## src/rtl/sdram_sched_pkg.sv

```systemverilog
// Shared types and constants for the three-port SDRAM scheduler.
// Requester ids double as bit positions in the req/ack masks.
package sdram_sched_pkg;

  localparam int unsigned NUM_REQ = 3;

  typedef enum logic [1:0] {
    REQ_PPU  = 2'd0,
    REQ_CPU  = 2'd1,
    REQ_API  = 2'd2,
    REQ_NONE = 2'd3
  } req_id_t;

  typedef enum logic [1:0] {
    IDLE,
    ISSUE,
    DONE
  } sched_state_t;

endpackage

```

## src/rtl/sched_priority_pick.sv

```systemverilog
// Combinational arbiter: fixed PPU > CPU > API priority, with a starved API request
// outranking both. The excluded id (the requester just acked) is masked out first.
module sched_priority_pick
  import sdram_sched_pkg::*;
(
  input  logic [NUM_REQ-1:0] req,
  input  req_id_t            exclude,
  input  logic               starve,
  output logic               valid,
  output req_id_t            winner
);

  logic [NUM_REQ-1:0] mask;

  always_comb begin
    // A shift by REQ_NONE falls off the top, so nothing is masked.
    mask   = req & ~(NUM_REQ'(1) << exclude);
    valid  = |mask;
    winner = REQ_NONE;
    if (starve && mask[REQ_API]) begin
      winner = REQ_API;
    end else if (mask[REQ_PPU]) begin
      winner = REQ_PPU;
    end else if (mask[REQ_CPU]) begin
      winner = REQ_CPU;
    end else if (mask[REQ_API]) begin
      winner = REQ_API;
    end
  end

endmodule

```

## src/rtl/sdram_port_scheduler.sv

```systemverilog
// Shares one SDRAM controller port between PPU, CPU and API requesters, one transaction
// at a time, with back-to-back grants straight out of DONE.
module sdram_port_scheduler
  import sdram_sched_pkg::*;
#(
  parameter int unsigned ADDR_BITS    = 23,
  parameter int unsigned DATA_BITS    = 16,
  parameter int unsigned STARVE_LIMIT = 64
) (
  input  logic                               clk,
  input  logic                               rst,
  input  logic [NUM_REQ-1:0]                 req,
  input  logic [NUM_REQ-1:0]                 we,
  input  logic [NUM_REQ-1:0][ADDR_BITS-1:0]  addr,
  input  logic [NUM_REQ-1:0][DATA_BITS-1:0]  wdata,
  output logic [NUM_REQ-1:0]                 ack,
  output logic [DATA_BITS-1:0]               rdata,
  output logic                               ram_req,
  output logic                               ram_we,
  output logic [ADDR_BITS-1:0]               ram_addr,
  output logic [DATA_BITS-1:0]               ram_wdata,
  input  logic                               ram_ack,
  input  logic [DATA_BITS-1:0]               ram_rdata,
  output logic [1:0]                         grant_id,
  output logic                               busy
);

  localparam int unsigned AgeBits = $clog2(STARVE_LIMIT + 1);

  sched_state_t       state;
  logic [AgeBits-1:0] api_age;
  logic               starve;
  req_id_t            exclude;
  logic               pick_valid;
  req_id_t            winner;
  logic               api_grant;

  assign starve    = (api_age == AgeBits'(STARVE_LIMIT));
  assign exclude   = (state == DONE) ? req_id_t'(grant_id) : REQ_NONE;
  assign api_grant = pick_valid && (winner == REQ_API) && (state == IDLE || state == DONE);

  sched_priority_pick u_pick (
    .req     (req),
    .exclude (exclude),
    .starve  (starve),
    .valid   (pick_valid),
    .winner  (winner)
  );

  always_ff @(posedge clk) begin
    if (rst) begin
      state     <= IDLE;
      api_age   <= '0;
      ack       <= '0;
      rdata     <= '0;
      ram_req   <= 1'b0;
      ram_we    <= 1'b0;
      ram_addr  <= '0;
      ram_wdata <= '0;
      grant_id  <= REQ_NONE;
      busy      <= 1'b0;
    end else begin
      ack <= '0;

      if (!req[REQ_API] || api_grant) begin
        api_age <= '0;
      end else if (!starve) begin
        api_age <= api_age + 1'b1;
      end

      case (state)
        IDLE, DONE: begin
          if (pick_valid) begin
            state     <= ISSUE;
            busy      <= 1'b1;
            ram_req   <= 1'b1;
            ram_we    <= we[winner];
            ram_addr  <= addr[winner];
            ram_wdata <= wdata[winner];
            grant_id  <= winner;
          end else begin
            state <= IDLE;
          end
        end
        ISSUE: begin
          if (ram_ack) begin
            state   <= DONE;
            busy    <= 1'b0;
            ram_req <= 1'b0;
            rdata   <= ram_rdata;
            ack     <= NUM_REQ'(1) << grant_id;
          end
        end
        default: state <= IDLE;
      endcase
    end
  end

endmodule

```

## config.mk

```make
export PLATFORM = sky130hd
export DESIGN_NAME = sdram_port_scheduler
export DESIGN_NICKNAME = d
export VERILOG_FILES = /design/src/rtl/sdram_sched_pkg.sv /design/src/rtl/sched_priority_pick.sv /design/src/rtl/sdram_port_scheduler.sv
export SDC_FILE = /design/constraint.sdc
export NUM_CORES = 1
export LEC_CHECK = 0
export ABC_AREA = 1
export BUFFER_PORTS_ARGS = -buffer_cell sky130_fd_sc_hd__clkbuf_2
export CAP_MARGIN = 25
export CORE_ASPECT_RATIO = 1.2
export CORE_MARGIN = 10
export CORE_UTILIZATION = 30
export CTS_BUF_LIST = sky130_fd_sc_hd__clkbuf_8
export CTS_CLUSTER_SIZE = 25
export DETAILED_ROUTE_END_ITERATION = 8
export PLACE_DENSITY = 0.67
export SLEW_MARGIN = 20
export SYNTH_ARGS = -nofsm -noshare
export SYNTH_HDL_FRONTEND = slang
export SYNTH_SLANG_ARGS = --single-unit
```

## constraint.sdc

```tcl
create_clock -name clk -period 2.1 [get_ports clk]
set_input_delay 0.42 -clock clk [delete_from_list [all_inputs] [get_ports clk]]
set_output_delay 0.42 -clock clk [all_outputs]
set_load 0.02 [all_outputs]
```

* Word-level counts from Yosys, hierarchy flattened
Index checks and enable logic that the tools add are counted.
Cells by class: shift operators 2, mux-type cells 17, bitwise gates (word level) 4, add/sub/neg operators 1, reduce and logical (&&, ||, !) cells 15, magnitude comparators 1, equality and inequality tests 6
Operators with widths (count):
- binary-select mux 23 bit (select 2 bit) | 1
- binary-select mux 16 bit (select 2 bit) | 1
- two-way mux 23 bit | 1
- two-way mux 16 bit | 1
- two-way mux 2 bit | 5
- adder 7 x 1 -> 7 bit, second input constant | 1
- equality test 7 bit, second input constant | 1
- OR reduction 3 bit | 2
- left shift 1 x 2 -> 3 bit, first input constant | 2
- two-way mux 1 bit | 5
- equality test 2 bit, second input constant | 2
- != test 2 bit, second input constant | 2
- one-hot mux 2 bit (2 select lines) | 1
- AND reduction 2 bit | 2
- OR reduction 2 bit | 2
- AND 3 bit | 1
- logical AND 1 bit | 3
- less-than comparator 2 x 3 -> 1 bit, second input constant | 1
- inverter 3 bit | 1
- AND reduction 3 bit | 1
- binary-select mux 1 bit (select 2 bit) | 1
- equality test 2 x 1 -> 1 bit, second input constant | 1
- zero test 2 bit | 1
- logical OR 1 bit | 2
- other kinds (4) | 5
Word-level totals: input bits 142, register bits 71

* Depth between registers and ports, before layout
depth after elaboration 14, depth in mapped cells 14, mapped depth without buffers 13

* Hierarchy
Synthesis repeated with hierarchy kept, for this count alone.
Second synthesis, totals: cells, all modules 580, area, all modules 3729.8 µm²
Modules (own cells, without submodules):
- sdram_port_scheduler | sequential area each 1421.4 µm², area an instance 3658.5 µm², cells an instance 565, instances 1
- sched_priority_pick | sequential area each 0.0 µm², area an instance 71.3 µm², cells an instance 15, instances 1

* Worst setup path before layout
No wires, ideal clock.
path type reg2reg, from register api_age[0], to register ram_addr[10], period minus slack after synthesis 1641 ps, arrival time 1522 ps, slack 459 ps, path buffers 1, cell stages (with the launch flop) 12, cells stage by stage dfxtp_1 > inv_1 > ha_1 > inv_1 > nor2_1 > nand3_1 > nor2_1 > nor2_1 > clkbuf_1 > nand3_1 > nand3_1 > a21oi_1
Between the ends: cells in the longest elaborated chain, start to end 5
RTL lines:
- from (decl) | line sdram_port_scheduler.sv:31 | logic [AgeBits-1:0] api_age;
- from (signal assigned) | line sdram_port_scheduler.sv:68 | api_age <= api_age + 1'b1;
- equality test 7 bit | line sdram_port_scheduler.sv:38 | assign starve = (api_age == AgeBits'(STARVE_LIMIT));
- logical AND 1 bit | line sched_priority_pick.sv:20 | if (starve && mask[REQ_API]) begin
- two-way mux 2 bit | line sched_priority_pick.sv:20
- binary-select mux 23 bit (select 2 bit) | line sdram_port_scheduler.sv:78 | ram_addr <= addr[winner];
- two-way mux 23 bit (implied by the code) | line sdram_port_scheduler.sv:78
- to (signal assigned) | line sdram_port_scheduler.sv:78
- to (decl) | line sdram_port_scheduler.sv:20 | output logic [ADDR_BITS-1:0] ram_addr,
No other way between the ends. The select of a mux whose other input is x is not followed. A chain may end at the register's enable or synchronous reset.

* Worst setup path in the final report
from register api_age[0], to register ram_addr[15]
The elaborated chain is that of the path after synthesis.

==> reports/results.ini <==
[drt]
wire_per_inst_um=13.67
avgViaCountPerCell=4.397
num_vias=4568
drc=0
initialDrtViolationCount=223
totalWireLength_um=14200
detail-route-antenna-nets=0
first_pass_iters=5

[yosys]
yosys-mux-area-fraction_pct=0
netlist_area_sq_um=4094
yosysTopAreaCellShare_pct=34.72
synth-compound-area-share_pct=10.33
synthSimpleGateAreaFrac_pct=35.48
synth_nets=822
yosysSeqAreaShare_pct=34.72
synthXorXnorAreaFrac_pct=0.8557
synth_top_cell_by_area=dfxtp_1
synthFlopType=dfxtp_1
ys_ff_latch=71
synth_edf_count=0
yosys_warnings=0
syn_avg_cell_area_sq_um=6.038
async_flop_share_pct=0
synthAdderAreaFrac_pct=0.6112
synthDistinctLibCells=24
synth_top_family_by_area=simple AND/OR/NAND/NOR gates
ys_top_cells_by_area=dfxtp_1, nand2_1, nand3_1, inv_1, a21oi_1
syn_inst=678

[worst_setup_path]
crit_chain=inv_1, ha_1, inv_1, nor2_1, nand2_1, nor2_1, nand2_2, nand2_2, inv_2, buf_4, nand3_1, a21oi_1
reg2reg_depth=12
r2r_slack_ns=0.24
reg2reg_to=ram_addr[15]
path_buf_inv=4
critPathArrivalTime_ns=2.14
cpMaxStageDelayCell=dfxtp_1
reg2reg_from=api_age[0]
cp-start-kind=flop
required_ns=2.38
crit_fanout=29
path_class=flop to flop
worstSetupEndpointType=flop
crit_family=simple AND/OR/NAND/NOR gates
cp_num_cells=12
slowest_delay_ns=0.40

[flow_run]
max_cap_viol_count=0

[floorplanning]
die_h_um=148.0
ios=205
core-area_sq_um=13300
initial_core_util_pct=30.79
rows=46
fp.dieArea_sq_um=18740
die_x_um=126.6

[timing]
hold_viol_final=0
setup-violations-final=0
skew_ns=0.005828
finalSetupTns_ns=0
fmax_mhz=537.0
worst_pin_slew_ns=0.5258
drv_slew=0
fin_crit_sh_pct=88.68
min_period_ns=1.862
grt_setup_unrepaired=false
relSlewSlack_pct=64.94

[hold_path]
min-delay-start=ram_rdata[8]
hold_end=rdata[8]
holdPathStages=3
hp-class=input port to flop

[clocking]
cts_tree=built
cts.sinks=71
root_buffer=clkbuf_8
cts_buffer_depth=2
post_cts_buffers=0
cts-hold-fix-buffers=0
htree_levels=3
path_clk_slew_ns=0.08
ctsResizeCount=0
cts_buffers=9
clock_latency_ns=0.34

[global_routing]
grt_pass1_wl_um=22540
grt_max_degree=71
grt_usage_pct=14.43
grt_overflow_total=0
first_global_vias=4485
antenna_found_initial=0

[power]
swShare_pct=32.46
ir_drop_mv=0.3287
leakage_nw=3.251
internal_power_mw=2.527
p_comb_share_pct=25.8
switchingPower_mw=1.215
pwr-share-clk_pct=33.7
p_seq_share_pct=40.6
powerDensity_nw_per_um2=676.7

[finish]
final_cell_mix=clkbuf_2, nand2_1, inv_1, nand3_1, dfxtp_1
diodes=0
post_layout_nonfiller_instances=1039
fin_nets=1010
drive_gt1_share_pct=29.74
final_common_cell=clkbuf_2
area_delta_synth_final_pct=35.05

[placement]
place_inst=1022
io_buffers=204
gp_congestion=0.8045
dp_hpwl_um=10560

[run_status]
status=completed

area by class of cell:
cell class,instances,area (sq um)
fillers,1444,7766
well taps,168,210.2
clock inverters,6,92.59
multi-input cells,422,1948
flip-flops and latches,71,1421
clock buffers,10,137.6
inverters,142,535.5
repair buffers,220,1184
sequential cells by signal, indices dropped and copies added (netlist names):
signal     flops
ram_addr      23
ram_wdata     16
rdata         16
api_age        7
ack            3
grant_id       2
state          2
busy           1
ram_we         1
cells in the mapped netlist, types with 2 or more instances:
library cell and number:
xor2_1 3, nand3_2 2, inv_1 131, ha_1 2, nand2_1 149, nand3_1 103
buf_2 13, clkbuf_1 24, o21ai_0 33, dfxtp_1 71, buf_6 2, nor2_1 58
nand4_1 12, nand2_2 4, a21oi_1 49, nor2_2 2, buf_4 3, inv_2 11
how the worst max path moves through the flow:
| stage | start | to | slack, ns |
|---|---|---|---|
| floorplan | api_age[0] | ram_addr[10] | 0.46 |
| global placement | api_age[0] | ram_wdata[10] | 0.20 |
| detailed placement | api_age[0] | ram_wdata[10] | 0.18 |
| CTS | api_age[0] | ram_wdata[10] | 0.14 |
| global route | api_age[0] | ram_addr[0] | 0.007 |
| finish | api_age[0] | ram_addr[15] | 0.24 |
routing by layer:
metal	wire, um	track usage, %	vias to the layer above
li1	-	-	2451
met1	5982	16.87	1954
met2	6819	23.68	148
met3	1177	5.331	15
met4	221	4.846	0
met5	0	0	-
worst min-delay path, stage by stage:
cell and delay (ns):
clkbuf_2 0.08, nand2_1 0.05, a21oi_1 0.05
stage by stage:
stage | power [mW] | worst slack [ns] | hold slack [ns] | utilization (%) | instance area [sq um]
2_1_floorplan | 2.147 | 0.4585 | 0.5226 | - | 4094
3_3_place_gp | 2.509 | 0.2021 | 0.4506 | 39.61 | 5266
3_5_place_dp | 2.512 | 0.1750 | 0.4572 | 39.61 | 5266
4_1_cts | 3.795 | 0.1400 | 0.2695 | 41.34 | 5497
5_1_grt | 3.999 | 0.007487 | 0.2684 | 41.59 | 5529
6_report | 3.742 | 0.2377 | 0.2946 | 41.59 | 5529
cell families (layout without fill, tap and decap cells):
family	count (synthesis)	count (layout)
DFF	71	71
adders and majority gates	2	2
and+or+nand+nor	333	333
xor gates and xnor gates	4	4
buffers and inverters	185	378
AOI/OAI and AO/OA	83	83
power groups by stage:
| stage | sequential (mW) | combinational [mW] | clock, mW |
|---|---|---|---|
| final | 1.52 | 0.964 | 1.26 |
| after global routing | 1.53 | 1.10 | 1.37 |
| after CTS | 1.52 | 0.968 | 1.31 |
| after detailed placement | 1.55 | 0.966 | 0 |
| after global placement | 1.55 | 0.963 | 0 |
| after floorplan | 1.67 | 0.474 | 0 |
No activity file was read; power rests on OpenSTA's default activity.
